**config.mk**
```make
export PLATFORM = sky130hd
export DESIGN_NAME = raiz_iterativa
export DESIGN_NICKNAME = d
export VERILOG_FILES = /design/src/rtl/raiz_pkg.sv /design/src/rtl/raiz_paso.sv /design/src/rtl/raiz_iterativa.sv
export SDC_FILE = /design/constraint.sdc
export NUM_CORES = 1
export LEC_CHECK = 0
export BUFFER_PORTS_ARGS = -buffer_cell sky130_fd_sc_hd__buf_2
export CAP_MARGIN = 20
export CORE_ASPECT_RATIO = 0.9
export CORE_MARGIN = 4
export CORE_UTILIZATION = 28
export CTS_CLUSTER_SIZE = 25
export DETAILED_ROUTE_END_ITERATION = 12
export PLACE_DENSITY = 0.52
export SYNTH_ARGS = -nofsm -noshare
export SYNTH_HDL_FRONTEND = slang
export SYNTH_SLANG_ARGS = --single-unit
```
**constraint.sdc**
```tcl
create_clock -name clk -period 5.1 [get_ports clk]
set_input_delay 0.51 -clock clk [delete_from_list [all_inputs] [get_ports clk]]
set_output_delay 0.51 -clock clk [all_outputs]
set_load 0.02 [all_outputs]
```
**src/rtl/raiz_pkg.sv**
```systemverilog
// raiz_pkg: shared FSM state type and default sizing for the iterative square root
package raiz_pkg;
  typedef enum logic [1:0] {IDLE, CALC, DONE} state_t;
  localparam int N_DEF = 16;
  localparam int ITER = N_DEF / 2;
  localparam int AW = N_DEF / 2 + 3;
  localparam int CW = $clog2(N_DEF / 2);
endpackage

```
**src/rtl/raiz_paso.sv**
```systemverilog
// raiz_paso: one restoring square-root step, trial subtract of (tmp<<2)+1 and restore mux
module raiz_paso #(
  parameter int H = 8
) (
  input  logic [H+2:0] a,
  input  logic [H-1:0] tmp,
  input  logic [1:0]   bits,
  output logic [H+2:0] a_next,
  output logic [H-1:0] tmp_next,
  output logic         sign
);
  localparam int W = H + 3;
  logic [W-1:0] ash, trial;
  always_comb begin
    ash = W'({a, bits});
    trial = ash - {1'b0, tmp, 2'b01};
    sign = trial[W-1];
    a_next = sign ? ash : trial;
    tmp_next = H'({tmp, ~sign});
  end
endmodule

```
**src/rtl/raiz_iterativa.sv**
```systemverilog
// raiz_iterativa: sequential digit-by-digit unsigned square root with start/busy/done handshake
module raiz_iterativa
  import raiz_pkg::*;
#(
  parameter int N = 16
) (
  input  logic           clk,
  input  logic           rst_n,
  input  logic           start,
  input  logic [N-1:0]   radicando,
  output logic           busy,
  output logic           done,
  output logic [N/2-1:0] raiz,
  output logic [N/2:0]   residuo
);
  localparam int H = N / 2;
  localparam int W = H + 3;
  localparam int C = $clog2(H);
  state_t state, state_n;
  logic [N-1:0] r;
  logic [W-1:0] a, a_n;
  logic [H-1:0] tmp, tmp_n;
  logic [C-1:0] cnt;
  logic last, sign;
  raiz_paso #(.H(H)) u_paso (
    .a        (a),
    .tmp      (tmp),
    .bits     (r[N-1:N-2]),
    .a_next   (a_n),
    .tmp_next (tmp_n),
    .sign     (sign)
  );
  assign last = cnt == C'(H - 1);
  assign busy = state == CALC;
  assign done = state == DONE;
  always_comb begin
    state_n = state;
    state_n = state == IDLE ? (start ? CALC : IDLE) :
              state == CALC ? (last ? DONE : CALC) : IDLE;
  end
  always_ff @(posedge clk or negedge rst_n) begin
    if (!rst_n) begin
      state <= IDLE;
      r <= '0;
      a <= '0;
      tmp <= '0;
      cnt <= '0;
      raiz <= '0;
      residuo <= '0;
    end else begin
      state <= state_n;
      if (state == IDLE && start) begin
        r <= radicando;
        a <= '0;
        tmp <= '0;
        cnt <= '0;
      end else if (state == CALC) begin
        r <= {r[N-3:0], 2'b00};
        a <= a_n;
        tmp <= tmp_n;
        cnt <= cnt + 1'b1;
        if (last) begin
          raiz <= {tmp[H-2:0], ~sign};
          residuo <= a_n[H:0];
        end
      end
    end
  end
endmodule

```
Word level (Yosys, flattened, before mapping). Cells that the tools add are included.

Flip-flop bits (word level): 55. Bits in latches: 0. Bits in writable memories: 0. Bits in read-only memories: 0. Bits of input ports: 19. Output and inout port bits: 19. Memories: 0.

$add $sub $neg: 2. Multiply operators: 0. Divide/modulo/power cells: 0. $lt $le $gt $ge: 0. Equal/unequal tests: 3. Shift operators: 0. Mux-type cells: 13. Bitwise logic cells: 2. Reduce and logical (&&, ||, !) cells: 4.

Operators with widths (count): 16-bit 2-to-1 mux (2); 9-bit 2-to-1 mux (3); 8-bit 2-to-1 mux (2); 11-bit by 10-bit subtractor with 11-bit output (1); 2-bit 2-to-1 mux (3); 3-bit 2-to-1 mux (2); 3-bit by 1-bit adder with 3-bit output (second input constant) (1); 3-bit equality test (second input constant) (1); 3-bit AND reduction (1); 2-bit by 1-bit equality test with 1-bit output (second input constant) (1); 2-bit equality test (second input constant) (1); 2-bit zero test (1); 1-bit NOT (2); 2-bit nonzero test (1); 1-bit logical AND (1); 1-bit 2-to-1 mux (1).

Longest topological paths before layout.
Word-level depth: 4. Mapped depth: 10. Depth with buffers taken out: 8.

Modules after synthesis. A second synthesis with hierarchy kept.

Cell total of the unflattened synthesis: 254. Area, all modules: 2890.3 µm².

Modules (own cells, without submodules): raiz_iterativa (times used 1, cells each 174, area an instance 2289.7 µm², sequential area each 1426.4 µm²); raiz_paso (times used 1, cells each 80, area an instance 600.6 µm², sequential area each 0.0 µm²).

Worst setup path before layout. Ideal clock, no wire load.

Kind: register to register. Start: register a[0]. End: register residuo[0]. Library setup time: 125 ps. Data arrival time: 2208 ps. Data required time: 4975 ps. Setup slack: 2767 ps. Cell stages (with the launch flop): 9. Path through: dfrtp_1 > ha_1 > nor2b_4 > o31a_1 > or4_1 > nand4_2 > buf_6 > xnor2_1 > mux2_4.

Longest elaborated chain between the ends: 2.

Ends and longest elaborated chain: from (decl) (line raiz_iterativa.sv:21) `logic [W-1:0] a, a_n;`; from (signal assigned) (line raiz_iterativa.sv:59) `a <= a_n;`; 11-bit by 10-bit subtractor with 11-bit output (line raiz_paso.sv:16) `trial = ash - {1'b0, tmp, 2'b01};`; 9-bit 2-to-1 mux (line raiz_paso.sv:18) `a_next = sign ? ash : trial;`; to (signal assigned) (line raiz_iterativa.sv:64) `residuo <= a_n[H:0];`; to (decl) (line raiz_iterativa.sv:14) `output logic [N/2:0] residuo`.

Every way passes these cells. A chain may end at the register's enable or synchronous reset.

Final worst setup path.
Start: register state[1]. End: register residuo[0].

Longest elaborated chain between the ends: 4. Elaborated cells between the ends (all ways): 5. Classes of those cells: 1 x eq/ne; 1 x bitwise; 3 x reduce/logical.

Ends and longest elaborated chain: from (decl) (line raiz_iterativa.sv:19) `state_t state, state_n;`; from (signal assigned) (line raiz_iterativa.sv:51) `state <= state_n;`; 2-bit zero test (line raiz_iterativa.sv:52) `if (state == IDLE && start) begin`; 1-bit logical AND (line raiz_iterativa.sv:52); 1-bit NOT (no source line); 3-bit AND reduction (no source line) (*).

Mark *: on every way between the ends. The rest lies on a longest branch, timed or not.

==> run summary <==
Outcome: finished, final reports clean
Placed wire-length estimate: 4.31 mm
Worst-Skew Late Latency: 310 ps
Post-DRT Antenna Nets: 0
Reg2reg setup slack: 1690 ps
Mapped Area: 2790 um^2
Total GRT Usage: 0.111
Netlist cell types: 40
Leakage: 1.45 nW
Initial core utilization: 0.287
Worst-Margin Slew: 1010 ps
Placer Congestion: 0.719
Commonest cells in the netlist: 55 x dfrtp_1, 45 x o21ai_0, 39 x nand2_1, 19 x nor2b_1, 18 x a21oi_1
Syn avg cell area: 9.55 um^2
FF-to-FF Start: state[1]$_DFF_PN0_
Final Skew: 8.29 ps
CTS tree: yes
# rows: 34
Resize count post-CTS: 0
Worst path bufs/invs: 2
Cts bufs inserted: 5
GR Overflow Total: 0
Vias/cell: 4.79
Antenna Cells: 0
Final period utilization: 0.669
Clk buf depth: 2
Finished Layout Cells: 450
Final min period: 3410 ps
Worst EP arrival: 3610 ps
Depth of the CTS H-tree: 2
Crit path cell chain: nand2b_1 -> clkinv_1 -> nand2_1 -> inv_1 -> mux2_4
Syn nets: 322
Top cells by area, synth: dfrtp_1 49%, o21ai_0 8.1%, nand2_1 5.3%
Die height: 103 um
Post-Synth Simple-Gate Area: 0.150
Synth top area share: 0.494
Post-route setup slack: 1690 ps
Core area: 9700 um^2
DIE WIDTH: 113 um
Yosys warning count: 0
Total power: 2.39 mW
Critical Path RT: 5300 ps
Hold Vio Cnt, Final: 0
Pre-CTS WS: 1580 ps
PD cells: 746 nW/um^2
Setup TNS: 0 ps
Most numerous cell in the Yosys netlist: dfrtp_1
RSZ-0062 raised after global routing: no
Max Cap Viol: 0
CTS Hold Bufs: 0
DRT Pass-1 Iters: 4
Final setup vio count: 0
Crit-path max FO: 31
Startpoint Class: flop
Die ar.: 11600 um^2
NumNets Final: 353
F_max: 293 MHz
Port Buffers: 37
Placed cells: 442
XOR/XNOR share of the synthesized area: 0.0126
Adder-cell area share of the yosys netlist: 0.0494
R2R Path End: residuo[0]$_DFFE_PN0P_
Clock sinks: 55
Compound-gate portion of the synthesized area: 0.219
Sequential area share after synthesis: 0.494
Post-synth EDFFs: 0
CP delay by family, top: simple AND/OR/NAND/NOR gates
Synth Instances: 292
Clock tree root driver cell: clkbuf_8
Critical Path End Type: flop
Via Count: 2157
Largest family of logic cells by synthesized area: compound AO/OA/AOI/OAI gates
Max IR drop VDD: 0.235 mV
Critical path's slowest cell: nand2_1
Area leader, netlist: dfrtp_1
Largest net degree at the start of global routing: 56
First-pass GRT wire length: 10.5 mm
Synth-to-Final Area Change: 14.8%
Initial antenna violation count: 0
DRC: 0
Synth Register Bits: 55
Mux cell area share after synthesis: 0.0350
Fillers: 1036
Max-slew violations: 0
Clk slew on worst S/H paths: 100 ps
Synth Flop Type: dfrtp_1
Number of global-route vias before repair: 2104
DR WL/cell: 13.7 um
Detailed Route Iter0 Violations: 147
Ys async rst share: 1.00
Routed wire length: 6.18 mm
Setup Fix Bufs, Post-CTS: 0
Min-Delay Path Class: primary input to asynchronous set/reset pin
Crit path largest cell delay: 830 ps
Top Ports: 38
Crit. Startpoint: state[1]$_DFF_PN0_
Max-slew headroom: 0.325
Share of layout cells above drive strength 1: 0.160
CP Class: flop to flop
R2R cell count: 5
## routing by layer
layer,track usage,wire [um],vias to the layer above
li1,-,-,1091
met2,0.163,2650,30
met1,0.165,3220,1032
met3,0.0264,253,4
met5,0,0,-
met4,0.0277,59,0
## cell type report
| cell class | instances | area [um^2] | share of cell area |
|---|---|---|---|
| flip-flops and latches | 55 | 1380 | 0.430 |
| multi-input cells | 209 | 1300 | 0.406 |
| repair buffers | 39 | 200 | 0.0626 |
| well taps | 126 | 158 | 0.0493 |
| clock buffers | 6 | 82.6 | 0.0258 |
| inverters | 13 | 48.8 | 0.0153 |
| clock inverters | 2 | 35.0 | 0.0110 |
## worst max-delay path by stage
stage                        endpoint  cells past startpoint
3_5_place_dp   residuo[0]$_DFFE_PN0P_                      5
5_1_grt        residuo[0]$_DFFE_PN0P_                      5
6_report       residuo[0]$_DFFE_PN0P_                      5
3_3_place_gp   residuo[0]$_DFFE_PN0P_                      5
4_1_cts        residuo[0]$_DFFE_PN0P_                      5
2_1_floorplan  residuo[0]$_DFFE_PN0P_                      8
## layout by cell type (no fill, tap or decap), drive strengths merged, types with 2 or more instances in the layout
master | netlist | final
nand3 | 3 | 3
mux2 | 3 | 3
o31ai | 2 | 2
nor3b | 2 | 2
buf | 1 | 39
a21oi | 18 | 18
xnor2 | 4 | 4
nor2b | 20 | 20
o21ai | 49 | 49
a22o | 4 | 4
a21o | 2 | 2
clkbuf | 14 | 6
or3 | 2 | 2
inv | 12 | 12
a22oi | 14 | 14
ha | 11 | 11
nor2 | 9 | 9
a2bb2oi | 2 | 2
o21a | 3 | 3
mux2i | 6 | 6
nand2b | 3 | 3
dfrtp | 55 | 55
clkinv | 1 | 2
nand2 | 39 | 39
## metrics by stage
| stage | area [um^2] | hold WS [ps] | utilization |
|---|---|---|---|
| floorplan | 2790 | 214 | - |
| global placement | 3080 | 461 | 0.318 |
| detailed placement | 3080 | 467 | 0.318 |
| CTS | 3200 | 345 | 0.330 |
| global route | 3200 | 380 | 0.330 |
| finish | 3200 | 312 | 0.330 |
## cell families after synthesis
group / Yosys count
AOI/OAI and AO/OA: 102
and+or+nand+nor: 83
DFF: 55
buffers and inverters: 28
adders and majority gates: 11
muxes: 9
xor gates and xnor gates: 4
## registers in the layout, indices dropped and copies added, names as in the netlist
register,cells
cnt,3
residuo,9
state,2
raiz,8
tmp,8
r,16
a,9
## power by group
part	internal (mW)	leakage [nW]	switching, mW	total [mW]
registers	0.635	0.701	0.143	0.778
clock network	0.159	0.0612	0.144	0.303
logic	0.551	0.683	0.755	1.31
## worst reg2reg max path, delay by kind of cell (launching register included)
family / cells / cell delay (ps)
buf+inv: 2 / 800
mux: 1 / 340
flops: 1 / 730
simple gates: 2 / 1430
Power figures use the tool's default switching activity.
